`src/rtl/apb_reg_pkg.sv`:
```
// Shared constants, FSM encoding and decode helper for the APB register bank.
// Pure declarations: no latency, no flow control.
// Imported by the bank top; the interface and counter stand alone.
package apb_reg_pkg;

    localparam int INT_W = 8;

    localparam logic [11:0] ADDR_CTRL     = 12'h000;
    localparam logic [11:0] ADDR_SCRATCH  = 12'h004;
    localparam logic [11:0] ADDR_STATUS   = 12'h008;
    localparam logic [11:0] ADDR_INT_STAT = 12'h00C;

    typedef enum logic [1:0] {
        IDLE  = 2'd0,
        RWAIT = 2'd1,
        WWAIT = 2'd2,
        DONE  = 2'd3
    } state_t;

    // STATUS is read-only, so a write to it is treated as a decode error.
    function automatic logic addr_err(input logic [11:0] a, input logic is_wr);
        return (a[11:4] != 8'h00) || (a[1:0] != 2'b00) || (is_wr && a == ADDR_STATUS);
    endfunction

endpackage

```
`src/rtl/apb_reg_bank_if.sv`:
```
// Register-side request/response bundle between the APB slave front end and the bank.
// Wires only: no latency of its own.
// Completion is signalled by one-cycle rd_ready / wr_ready pulses.
interface apb_reg_bank_if;

    logic [11:0] addr;
    logic [31:0] wdata;
    logic [3:0]  w_strb;
    logic        write_en;
    logic        read_en;
    logic [31:0] rdata;
    logic        rd_ready;
    logic        wr_ready;
    logic        err_resp;

    modport master (
        output addr, wdata, w_strb, write_en, read_en,
        input  rdata, rd_ready, wr_ready, err_resp
    );

    modport slave (
        input  addr, wdata, w_strb, write_en, read_en,
        output rdata, rd_ready, wr_ready, err_resp
    );

endinterface

```
`src/rtl/apb_wait_ctr.sv`:
```
// 4-bit loadable down-counter with zero flag used to insert access wait states.
// Load and decrement take effect at the next edge; zero is combinational from the count.
// No flow control: the controlling FSM decides when to load or decrement.
module apb_wait_ctr (
    input  logic       pclk,
    input  logic       prst_n,
    input  logic       load,
    input  logic [3:0] load_val,
    input  logic       dec,
    output logic       zero
);

    logic [3:0] cnt_q;

    always_ff @(posedge pclk or negedge prst_n) begin
        if (!prst_n) begin
            cnt_q <= 4'd0;
        end else if (load) begin
            cnt_q <= load_val;
        end else if (dec && cnt_q != 4'd0) begin
            cnt_q <= cnt_q - 4'd1;
        end
    end

    assign zero = (cnt_q == 4'd0);

endmodule

```
`src/rtl/apb_reg_bank.sv`:
```
// Four-register APB bank (CTRL, SCRATCH, STATUS, INT_STAT) with level interrupt output.
// Read: ready 2+RD_WAIT cycles after setup; write: ready 2+WR_WAIT cycles after access start.
// Requests are only accepted in IDLE; the master holds them until the ready pulse.
module apb_reg_bank
    import apb_reg_pkg::*;
#(
    parameter int unsigned RD_WAIT     = 1,
    parameter int unsigned WR_WAIT     = 0,
    parameter logic [31:0] SCRATCH_RST = 32'h0000_0000
) (
    input  logic             pclk,
    input  logic             prst_n,
    apb_reg_bank_if.slave    bus,
    output logic [31:0]      ctrl_out,
    input  logic [31:0]      status_in,
    input  logic [INT_W-1:0] int_set,
    output logic             irq
);

    localparam logic [3:0] RD_W = 4'(RD_WAIT);
    localparam logic [3:0] WR_W = 4'(WR_WAIT);

    state_t state_q, state_d;
    logic ctr_load, ctr_dec, ctr_zero;
    logic [3:0] ctr_val;
    logic cap_rd, cap_wr, done_rd, done_wr;

    logic [31:0] rdata_q, ctrl_q, scratch_q, ctrl_d, scratch_d, rd_val, wr_dat_q;
    logic [11:0] wr_addr_q;
    logic [3:0]  wr_strb_q;
    logic [INT_W-1:0] int_stat_q, int_d, clr;
    logic err_lat, rd_rdy_q, wr_rdy_q, err_resp_q, commit;

    apb_wait_ctr u_wait_ctr (
        .pclk     (pclk),
        .prst_n   (prst_n),
        .load     (ctr_load),
        .load_val (ctr_val),
        .dec      (ctr_dec),
        .zero     (ctr_zero)
    );

    always_ff @(posedge pclk or negedge prst_n) begin
        if (!prst_n) state_q <= IDLE;
        else         state_q <= state_d;
    end

    always_comb begin
        state_d  = state_q;
        ctr_load = 1'b0;
        ctr_val  = 4'd0;
        ctr_dec  = 1'b0;
        cap_rd   = 1'b0;
        cap_wr   = 1'b0;
        done_rd  = 1'b0;
        done_wr  = 1'b0;
        case (state_q)
            IDLE: begin
                if (bus.read_en) begin
                    cap_rd   = 1'b1;
                    ctr_load = 1'b1;
                    ctr_val  = RD_W;
                    state_d  = RWAIT;
                end else if (bus.write_en) begin
                    cap_wr   = 1'b1;
                    ctr_load = 1'b1;
                    ctr_val  = WR_W;
                    state_d  = WWAIT;
                end
            end
            RWAIT: begin
                if (ctr_zero) begin
                    done_rd = 1'b1;
                    state_d = DONE;
                end else begin
                    ctr_dec = 1'b1;
                end
            end
            WWAIT: begin
                if (ctr_zero) begin
                    done_wr = 1'b1;
                    state_d = DONE;
                end else begin
                    ctr_dec = 1'b1;
                end
            end
            DONE:    state_d = IDLE;
            default: state_d = IDLE;
        endcase
    end

    always_comb begin
        rd_val = 32'h0;
        case (bus.addr[3:2])
            2'd0: rd_val = ctrl_q;
            2'd1: rd_val = scratch_q;
            2'd2: rd_val = status_in;
            2'd3: rd_val = {{(32-INT_W){1'b0}}, int_stat_q};
            default: rd_val = 32'h0;
        endcase
    end

    // wr_ready is high exactly during DONE of a write, so the commit lands on the edge ending DONE.
    assign commit = wr_rdy_q && !err_lat;

    always_comb begin
        ctrl_d    = ctrl_q;
        scratch_d = scratch_q;
        clr       = '0;
        if (commit) begin
            for (int i = 0; i < 4; i++) begin
                if (wr_strb_q[i] && wr_addr_q == ADDR_CTRL)
                    ctrl_d[8*i +: 8] = wr_dat_q[8*i +: 8];
                if (wr_strb_q[i] && wr_addr_q == ADDR_SCRATCH)
                    scratch_d[8*i +: 8] = wr_dat_q[8*i +: 8];
            end
            if (wr_addr_q == ADDR_INT_STAT && wr_strb_q[0])
                clr = wr_dat_q[INT_W-1:0];
        end
        int_d = (int_stat_q & ~clr) | int_set;
    end

    always_ff @(posedge pclk or negedge prst_n) begin
        if (!prst_n) begin
            rdata_q    <= 32'h0;
            ctrl_q     <= 32'h0;
            scratch_q  <= SCRATCH_RST;
            int_stat_q <= '0;
            irq        <= 1'b0;
            rd_rdy_q   <= 1'b0;
            wr_rdy_q   <= 1'b0;
            err_resp_q <= 1'b0;
            err_lat    <= 1'b0;
            wr_addr_q  <= 12'h0;
            wr_dat_q   <= 32'h0;
            wr_strb_q  <= 4'h0;
        end else begin
            ctrl_q     <= ctrl_d;
            scratch_q  <= scratch_d;
            int_stat_q <= int_d;
            irq        <= |(int_d & ctrl_d[INT_W-1:0]);
            rd_rdy_q   <= done_rd;
            wr_rdy_q   <= done_wr;
            err_resp_q <= (done_rd || done_wr) && err_lat;
            if (cap_rd) begin
                rdata_q <= addr_err(bus.addr, 1'b0) ? 32'h0 : rd_val;
                err_lat <= addr_err(bus.addr, 1'b0);
            end
            if (cap_wr) begin
                wr_addr_q <= bus.addr;
                wr_dat_q  <= bus.wdata;
                wr_strb_q <= bus.w_strb;
                err_lat   <= addr_err(bus.addr, 1'b1);
            end
        end
    end

    assign bus.rdata    = rdata_q;
    assign bus.rd_ready = rd_rdy_q;
    assign bus.wr_ready = wr_rdy_q;
    assign bus.err_resp = err_resp_q;
    assign ctrl_out     = ctrl_q;

endmodule

```
`src/flat_wrapper.sv`:
```
// flat-port wrapper written by rule: the top's interface ports become plain ports
module apb_reg_bank_flat import apb_reg_pkg::*;
#(
    parameter int unsigned RD_WAIT     = 1,
    parameter int unsigned WR_WAIT     = 0,
    parameter logic [31:0] SCRATCH_RST = 32'h0000_0000
)
  (pclk, prst_n, ctrl_out, status_in, int_set, irq, bus_addr, bus_wdata, bus_w_strb, bus_write_en, bus_read_en, bus_rdata, bus_rd_ready, bus_wr_ready, bus_err_resp);
  apb_reg_bank_if bus_i ();
  input  logic pclk;
  input  logic prst_n;
  output logic [31:0] ctrl_out;
  input  logic [31:0] status_in;
  input  logic [INT_W-1:0] int_set;
  output logic irq;
  input wire logic [$bits(bus_i.addr)-1:0] bus_addr;
  input wire logic [$bits(bus_i.wdata)-1:0] bus_wdata;
  input wire logic [$bits(bus_i.w_strb)-1:0] bus_w_strb;
  input wire logic [$bits(bus_i.write_en)-1:0] bus_write_en;
  input wire logic [$bits(bus_i.read_en)-1:0] bus_read_en;
  output wire logic [$bits(bus_i.rdata)-1:0] bus_rdata;
  output wire logic [$bits(bus_i.rd_ready)-1:0] bus_rd_ready;
  output wire logic [$bits(bus_i.wr_ready)-1:0] bus_wr_ready;
  output wire logic [$bits(bus_i.err_resp)-1:0] bus_err_resp;
  assign bus_i.addr = bus_addr;
  assign bus_i.wdata = bus_wdata;
  assign bus_i.w_strb = bus_w_strb;
  assign bus_i.write_en = bus_write_en;
  assign bus_i.read_en = bus_read_en;
  assign bus_rdata = bus_i.rdata;
  assign bus_rd_ready = bus_i.rd_ready;
  assign bus_wr_ready = bus_i.wr_ready;
  assign bus_err_resp = bus_i.err_resp;
  apb_reg_bank #(.RD_WAIT(RD_WAIT), .WR_WAIT(WR_WAIT), .SCRATCH_RST(SCRATCH_RST)) u_core (.pclk(pclk), .prst_n(prst_n), .bus(bus_i), .ctrl_out(ctrl_out), .status_in(status_in), .int_set(int_set), .irq(irq));
endmodule
```
`config.mk`:
```
export PLATFORM = sky130hd
export DESIGN_NAME = apb_reg_bank_flat
export DESIGN_NICKNAME = d
export VERILOG_FILES = /design/src/rtl/apb_reg_pkg.sv /design/src/rtl/apb_reg_bank_if.sv /design/src/rtl/apb_wait_ctr.sv /design/src/rtl/apb_reg_bank.sv /design/src/flat_wrapper.sv
export SDC_FILE = /design/constraint.sdc
export NUM_CORES = 1
export LEC_CHECK = 0
export ABC_AREA = 1
export CAP_MARGIN = 20
export CORE_ASPECT_RATIO = 0.5
export CORE_MARGIN = 2
export CORE_UTILIZATION = 40
export CTS_CLUSTER_DIAMETER = 40
export DETAILED_ROUTE_END_ITERATION = 8
export PLACE_DENSITY = 0.66
export SKIP_CTS_REPAIR_TIMING = 1
export SLEW_MARGIN = 20
export SYNTH_ARGS = -nofsm -noshare
export SYNTH_HDL_FRONTEND = slang
export SYNTH_SLANG_ARGS = --single-unit
```
`constraint.sdc`:
```
create_clock -name pclk -period 1.75 [get_ports pclk]
set_input_delay 0.175 -clock pclk [delete_from_list [all_inputs] [get_ports pclk]]
set_output_delay 0.175 -clock pclk [all_outputs]
set_load 0.01 [all_outputs]
```
== Yosys cells after proc, flatten, opt, wreduce, memory -nomap -nowiden ==
Index checks and enable logic that the tools add are counted.
Operators by class
  add/subtract/negate cells: 1
  multipliers: 0
  divide/modulo/power cells: 0
  order comparisons: 0
  eq/ne operators: 11
  shifts and indexed selects: 0
  muxes and demuxes: 28
  bitwise operators: 4
  reductions and logical operators: 35
Operator list (count)
  $pmux 32 s4: 1
  $mux 32: 1
  $mux 8: 4
  $eq 12x4->1 const B: 2
  $and 8x8->8: 2
  $reduce_and 2->1: 8
  $mux 1: 15
  $eq 12x3->1 const B: 1
  $logic_and 1x1->1: 12
  $logic_not 12->1: 1
  $mux 4: 3
  $eq 2x2->1 const B: 4
  $not 8->8: 1
  $or 8x8->8: 1
  $reduce_bool 8->1: 1
  $reduce_or 8->1: 1
  $mux 2: 3
  $pmux 2 s3: 1
  $reduce_bool 2->1: 3
  $eq 2x1->1 const B: 2
  $logic_not 2->1: 2
  $logic_not 4->1: 1
  $reduce_bool 4->1: 1
  $sub 4x1->4 const B: 1
  5 further kinds: 7
Word-level totals
  bits in registers: 163
  bits in latches: 0
  RAM bits: 0
  bits in read-only memories: 0
  bits of input ports: 92
  output and inout port bits: 68
  word-level logic and storage cells: 99
  memories kept: 0

== Depth between registers and ports, before layout ==
Gate-level depths: netlist of the first run.
  depth in word-level cells: 9
  gate-level depth with buffers: 11
  gate-level depth less buffers: 10

== Cells and area by module ==
Synthesis of the first run repeated with hierarchy kept, for this count alone.
Second synthesis, totals
  cells, all modules: 796
  area, all modules: 7059.3 sq um
Modules (own cells, without submodules)
  apb_reg_bank: times used 1, cells an instance 750, area an instance 6764.0 sq um, sequential area each 3978.8 sq um
  apb_wait_ctr: times used 1, cells an instance 46, area an instance 295.3 sq um, sequential area each 100.1 sq um

== Worst setup path after synthesis of the first run ==
No wires, ideal clock.
  path type: reg2reg
  start point: reg u_core.state_q[0]
  end point: reg u_core.wr_dat_q[10]
  library setup time: 0.122 ns
  arrival time: 1.402 ns
  required time: 1.628 ns
  path slack: 0.226 ns
  cell stages (with the launch flop): 8
  path buffers: 2
  clock period less this slack: 1.524 ns
  path through: dfrtp_1 -> inv_1 -> ha_1 -> inv_2 -> nor3_2 -> buf_2 -> buf_2 -> o21ai_1
On the way
  cells in the longest elaborated chain, start to end: 2
RTL lines
  from (decl): RTL line apb_reg_bank.sv:23  | state_t state_q, state_d;
  from (signal assigned): RTL line apb_reg_bank.sv:45  | else state_q <= state_d;
  $logic_not 2->1: RTL line apb_reg_bank.sv:57  | case (state_q)
  $mux 1: RTL line apb_reg_bank.sv:57
  to (signal assigned): RTL line apb_reg_bank.sv:151  | wr_dat_q <= bus.wdata;
  to (decl): RTL line apb_reg_bank.sv:28  | logic [31:0] rdata_q, ctrl_q, scratch_q, ctrl_d, scratch_d, rd_val, wr_dat_q;
Every way passes these cells.
A chain may end at the register's enable or synchronous reset.

== Final worst setup path of the first run ==
  start point: reg u_core.err_lat
  end point: reg u_core.irq
On the way
  elaborated cells between the ends (all ways): 9
  those cells by class: mux (2); bitwise (4); reduce/logical (3)
RTL lines
  from (decl): RTL line apb_reg_bank.sv:32  | logic err_lat, rd_rdy_q, wr_rdy_q, err_resp_q, commit;
  from (signal assigned): RTL line apb_reg_bank.sv:147  | err_lat <= addr_err(bus.addr, 1'b0);
  from (signal assigned): RTL line apb_reg_bank.sv:153  | err_lat <= addr_err(bus.addr, 1'b1);
  $logic_not 1->1: RTL line apb_reg_bank.sv:104  | assign commit = wr_rdy_q && !err_lat;
  $logic_and 1x1->1: RTL line apb_reg_bank.sv:104
  $mux 8: RTL line apb_reg_bank.sv:110  | if (commit) begin
  named net u_core.ctrl_d[6]: RTL line apb_reg_bank.sv:28
  $and 8x8->8: RTL line apb_reg_bank.sv:141  | irq <= |(int_d & ctrl_d[INT_W-1:0]);
  $reduce_or 8->1: RTL line apb_reg_bank.sv:141
  to (signal assigned): RTL line apb_reg_bank.sv:141
  to (decl): RTL line apb_reg_bank.sv:17  | output logic irq
The timed path passes the listed nets, and every way through them passes these cells.

==> results of run 1 <==
==> registers in the layout, summed over array words and instances (netlist names), 2 cells and up <==
register	flops
u_core.wr_dat_q	32
u_core.bus.rdata	32
u_core.state_q	2
u_core.wr_addr_q	12
u_core.int_stat_q	8
u_core.u_wait_ctr.cnt_q	4
u_core.wr_strb_q	4
u_core.ctrl_out	32
u_core.scratch_q	32
==> per-layer routing <==
layer,GRT usage [%],vias to the layer above,wire length [um]
met5,0,-,0
met4,5.58,0,307
met3,3.73,23,541
met2,33.8,95,9100
met1,27.3,2899,8910
li1,-,2908,-
==> area by class of cell <==
cell class	instances	area [um2]
fill	1633	7770
sequential	163	4080
multi-input combinational	510	2730
timing repair buffer	185	1890
clock buffer	22	474
tap	234	293
inverter	71	269
clock inverter	10	100
==> per-stage QoR <==
step / setup WS (ps) / utilization, % / hold slack (ps)
final: 130 / 55.9 / 269
after global routing: -9.83 / 55.9 / 299
after CTS: 69.5 / 55.4 / -298
after detailed placement: 64.3 / 52.2 / 159
after global placement: 56.9 / 52.2 / 153
after floorplan: 226 / - / -121
==> path summary, 6_finish.rpt <==
kind,depth (start not counted),to,from
worst max-delay path,10,u_core.irq,u_core.err_lat
worst min-delay path,2,u_core.bus.rdata[30],prst_n
worst max register to register,10,u_core.irq,u_core.err_lat
worst min register to register,2,u_core.scratch_q[7],u_core.scratch_q[7]
max in group asynchronous,3,u_core.ctrl_out[0],prst_n
min in group pclk,3,u_core.wr_dat_q[17],bus_wdata[17]
==> layout by cell type (no fill, tap or decap), drive strengths merged <==
master	netlist	final
nor3	3	3
dlygate4sd3	0	1
clkdlybuf4s50	0	158
bufinv	0	1
a21oi	26	26
and2	2	2
buf	26	26
nand2	217	217
nand4	12	12
inv	71	73
o22ai	1	1
a22oi	1	1
a31oi	1	1
ha	4	4
dfrtp	163	163
nor2	37	37
clkinv	0	3
nor4	1	1
clkinvlp	0	4
a22o	23	23
nand3	28	29
o21ai	152	152
o211ai	1	1
clkbuf	10	22
==> power by group <==
part           switching [W]  internal (W)  total (W)
combinational        0.00162      0.000927    0.00255
sequential          0.000270       0.00440    0.00467
clock                0.00158       0.00208    0.00366
==> cells by family (layout without fill, tap and decap cells) <==
| family | after synthesis | count (layout) | synth area share [%] |
|---|---|---|---|
| buf+inv | 107 | 288 | 6.93 |
| simple gates | 300 | 301 | 19.7 |
| flops | 163 | 163 | 56.0 |
| fa+ha+maj | 4 | 4 | 0.687 |
| compound gates | 205 | 205 | 16.6 |
==> worst max-delay path: cells and delay by family (launching register included) <==
family                 cells  cell delay, ps
buffers and inverters      1              90
flip-flops                 1             380
AND/OR/NAND/NOR            9            1040
==> results.ini, run 1 <==
[global_route]
grt_pass1_vias = 6011
globalRouteTotalUtil_pct = 20.2
grt_overflow_total = 0
grt_max_degree = 63
antenna_found_initial = 0
first_pass_grt_wire_length_um = 30900

[timing]
worst_slew_pin_slew_ps = 485
timing.final.setup_violations = 0
max_clk_rate_mhz = 617
tns_ps = 0
finalHoldViolCount = 0
period_share_pct = 92.6
max_slew_margin_pct = 67.6
slew_viol_final = 0
finalClockSkew_ps = 10.2
layout_min_cycle_time_ps = 1620

[pwr]
worst_vdd_drop_v = 0.000745
power.density_cell_area_nw_per_um2 = 1110
total_leakage_power_nw = 4.42
report.power.total_w = 0.0109

[yosys]
synthesis.area_per_instance_um2 = 9.35
yosys.cell_types.count = 35
synth_enable_flop_cells = 0
syn-instance-count = 779
ys_seq_elements = 163
ys.flop_type = sky130_fd_sc_hd__dfrtp_1
synth.yosys.warnings = 0
yosysSeqAreaShare_pct = 56.0
number_of_nets_in_the_synthesized_netlist = 875
synth_largest_type_area_fraction_pct = 56.0
netlist_area_um2 = 7280
post_synth_main_area_contributors = sky130_fd_sc_hd__dfrtp_1 56%, sky130_fd_sc_hd__nand2_1 11%, sky130_fd_sc_hd__o21ai_1 7.8%
netlist.top_cell.by_area = sky130_fd_sc_hd__dfrtp_1
synth_async_sr_flop_share_pct = 100
post_synth_most_frequent_cells = 205 x sky130_fd_sc_hd__nand2_1, 163 x sky130_fd_sc_hd__dfrtp_1, 114 x sky130_fd_sc_hd__o21ai_1
synthMostInstantiatedCell = sky130_fd_sc_hd__nand2_1

[place]
placed_cells_incl_taps = 1158
detailedPlacementHpwl_um = 13000
port-buffer-count = 159
gp_congestion = 0.808
dpl-instance-area_um2 = 9190

[finish]
post_route_cells_drive_above_1_share_pct = 13.5
number_of_cells_in_the_finished_layout_apart_from_fillers = 1195
antenna-diode-count = 0
syn_to_final_growth_pct = 35.1
postLayoutCellArea_um2 = 9840
design.final.nets = 1044

[detailed_routing]
drt_first_pass_iters = 5
detail_route.vias_per_cell = 4.96
detail_route.drc_violations = 0
route.detailed.wl_per_inst_um = 15.8
num_vias = 5925
postRouteAntennaNets = 0
route.final.wire_length_um = 18900
drt_first_iter_violations = 378

[die]
core_um2 = 17600
dieWidth_um = 195
num_rows = 34
die-height_um = 99.4
die_area_um2 = 19400
initial_core_util_pct = 41.3
io_pins = 160

[cts]
tritoncts_clock_tree = yes
clk-insertion-delay-late_ps = 420
clock_path_buffers = 2
clk_root_buffer_cell = sky130_fd_sc_hd__clkbuf_16
cts_htree_levels = 4
clk_pin_slew_worst_paths_ps = 70
cts_made_buffers = 17
clock_sink_count = 163

[worst_setup_path]
cp-start-kind = flop
cp-end-kind = flop
worstPathArrival_ps = 1930
required_ps = 2060
cpMaxStageDelayCell = sky130_fd_sc_hd__dfrtp_1
worst_path_largest_cell_delay_ps = 380
critical_path_peak_fanout = 10
crit_path_cell_trace = inv_2, nand2_2, nor2_4, nand3_4, nand2_1, nand2_1, nand2_1, nand2_1, nor2_1, nand2_1
criticalPathCategory = reg -> reg
critical-path-top-cell-by-count = sky130_fd_sc_hd__nand2_1
setup.reg_to_reg.worst_slack_ps = 130

[min_path]
timing.hold.worst.class = in -> async

[status]
status = completed

[run]
drv_cap = 0

Power figures use the tool's default switching activity.
==> run 2: changes to the inputs <==
--- a/config.mk
+++ b/config.mk
@@ -15,4 +15,5 @@
 export PLACE_DENSITY = 0.66
 export SKIP_CTS_REPAIR_TIMING = 1
+export SKIP_LAST_GASP = 1
 export SLEW_MARGIN = 20
 export SYNTH_ARGS = -nofsm -noshare
==> constraint.sdc (replaced) <==
create_clock -name pclk -period 1.75 [get_ports pclk]
set_input_delay 0.35 -clock pclk [delete_from_list [all_inputs] [get_ports pclk]]
set_output_delay 0.35 -clock pclk [all_outputs]
set_load 0.01 [all_outputs]
==> run 2 against run 1 <==
  * Final area up 1.6%
  * Sequential share of layout area is 0.67 points lower
  * Non-clock buffer count grew 14
  * Clock skew increased by 2.6 ps
  * Power increased by 1.4%
  * Via count increased by 1.2%
  * Sequential power barely moved
  * Utilization is 0.92 points higher
  * Largest power group unchanged
==> results.ini, run 2 (synthesized netlist as in run 1, its figures left out) <==
[place]
gp_congestion = 0.788  ; -2.4%
detailedPlacementHpwl_um = 13200  ; +1.1%
dpl-instance-area_um2 = 9240  ; +0.57%
port-buffer-count = 159  ; unchanged

[timing]
max_slew_margin_pct = 72.0  ; +4.4 points
max_clk_rate_mhz = 583  ; -5.5%
period_share_pct = 97.9  ; +5.4 points
finalClockSkew_ps = 12.8  ; +2.63 ps
tns_ps = 0  ; unchanged
finalHoldViolCount = 0  ; unchanged
slew_viol_final = 0  ; unchanged
worst_slew_pin_slew_ps = 420  ; -65.7 ps
timing.final.setup_violations = 0  ; unchanged
layout_min_cycle_time_ps = 1710  ; +94.0 ps
worst_hold_slack_ps = 385  ; +116 ps

[worst_setup_path]
criticalPathCategory = reg -> out
critPathBufInv = 1  ; unchanged
cpMaxStageDelayCell = sky130_fd_sc_hd__clkdlybuf4s50_1
timing.critical_path.from = u_core.ctrl_out[11]
setup.reg_to_reg.worst_slack_ps = 100  ; -30 ps
cp-end-kind = output port
cpLargestDelayFamily = buffers and inverters
cp-start-kind = flop
required_ps = 1400  ; -660 ps
worst_path_largest_cell_delay_ps = 550  ; +170 ps
crit_path_cell_trace = clkdlybuf4s50_1
r2r-start = u_core.state_q[0]
worstPathArrival_ps = 1360  ; -570 ps
critical_path_peak_fanout = 3  ; -7

[detailed_routing]
detail_route.vias_per_cell = 4.97  ; +0.21%
route.final.wire_length_um = 19000  ; +0.94%
postRouteAntennaNets = 0  ; unchanged
drt_first_pass_iters = 5  ; unchanged
detail_route.drc_violations = 0  ; unchanged
num_vias = 5997  ; +1.2%
route.detailed.wl_per_inst_um = 15.8  ; about the same
drt_first_iter_violations = 249  ; -34%

[global_route]
first_pass_grt_wire_length_um = 30500  ; -1.3%
grt_max_degree = 63  ; unchanged
antenna_found_initial = 0  ; unchanged
grt_overflow_total = 0  ; unchanged
grt_pass1_vias = 6086  ; +1.2%
globalRouteTotalUtil_pct = 20.0  ; -0.21 points

[die]
num_rows = 34  ; unchanged
io_pins = 160  ; unchanged
core_um2 = 17600  ; unchanged
die-height_um = 99.4  ; unchanged
die_area_um2 = 19400  ; unchanged
dieWidth_um = 195  ; unchanged
initial_core_util_pct = 41.3  ; unchanged

[finish]
fillCellCount = 1582  ; -3.1%
footprint_of_the_multi_input_gates_um2 = 2710  ; -0.82%
syn_to_final_growth_pct = 37.3
layout_commonest_cell = sky130_fd_sc_hd__nand2_1
antenna-diode-count = 0  ; unchanged
final_cell_mix = 204 x sky130_fd_sc_hd__nand2_1, 163 x sky130_fd_sc_hd__dfrtp_1, 135 x sky130_fd_sc_hd__clkdlybuf4s50_1
design.final.nets = 1057  ; +1.2%
seqCellArea_um2 = 4080  ; unchanged
final_util_pct = 56.8  ; +0.92 points
postLayoutCellArea_um2 = 10000  ; +1.6%
post_route_cells_drive_above_1_share_pct = 14.7  ; +1.2 points

[cts]
clock_path_buffers = 2  ; unchanged
clk_pin_slew_worst_paths_ps = 60  ; about the same
cts_made_buffers = 17  ; unchanged
cts_htree_levels = 4  ; unchanged
clk-insertion-delay-late_ps = 430  ; about the same
clk_root_buffer_cell = sky130_fd_sc_hd__clkbuf_16
tritoncts_clock_tree = yes
clock_sink_count = 163  ; unchanged

[run]
drv_cap = 0  ; unchanged

[pwr]
power.density_cell_area_nw_per_um2 = 1100  ; -0.26%
report.power.total_w = 0.0110  ; +1.4%
worst_vdd_drop_v = 0.000656  ; -12%
total_leakage_power_nw = 4.94  ; +12%

[status]
status = completed

[min_path]
timing.hold.worst.class = in -> async

-- run 2: power breakdown --
group	internal, W	leakage (nW)	switching [W]
Clock	0.00222	0.283	0.00156
Combinational	0.000979	2.52	0.00162
Sequential	0.00440	2.14	0.000257
-- run 2: layout make-up --
cell class | instances | area share [%]
clock inverter | 10 | 1.23
multi-input combinational | 509 | 27.1
timing repair buffer | 199 | 20.6
inverter | 71 | 2.67
clock buffer | 21 | 4.71
tap | 234 | 2.93
sequential | 163 | 40.8
-- run 2: per-layer routing --
metal	vias to the layer above	share of wire, %	track usage (%)
met4	0	1.5	6.28
met2	128	48	34.0
met3	17	4.0	4.10
met1	2912	46	26.0
met5	-	0	0
li1	2940	-	-
-- run 2: per-stage QoR --
step / setup WS (ps) / cells
CTS: -2.66 / 1196
global route: -14.1 / 1207
global placement: -29.5 / 1165
detailed placement: -65.1 / 1165
floorplan: 226 / 779
finish: 35.9 / 1207
-- run 2: path summary, 6_finish.rpt --
kind | endpoint | cells after the start
worst max register to register | u_core.wr_dat_q[9] | 7
max in group asynchronous | u_core.scratch_q[18] | 3
worst min-delay path | u_core.ctrl_out[30] | 2
worst min register to register | u_core.bus.rdata[14] | 2
worst max-delay path | ctrl_out[11] | 1
min in group pclk | u_core.wr_dat_q[18] | 3
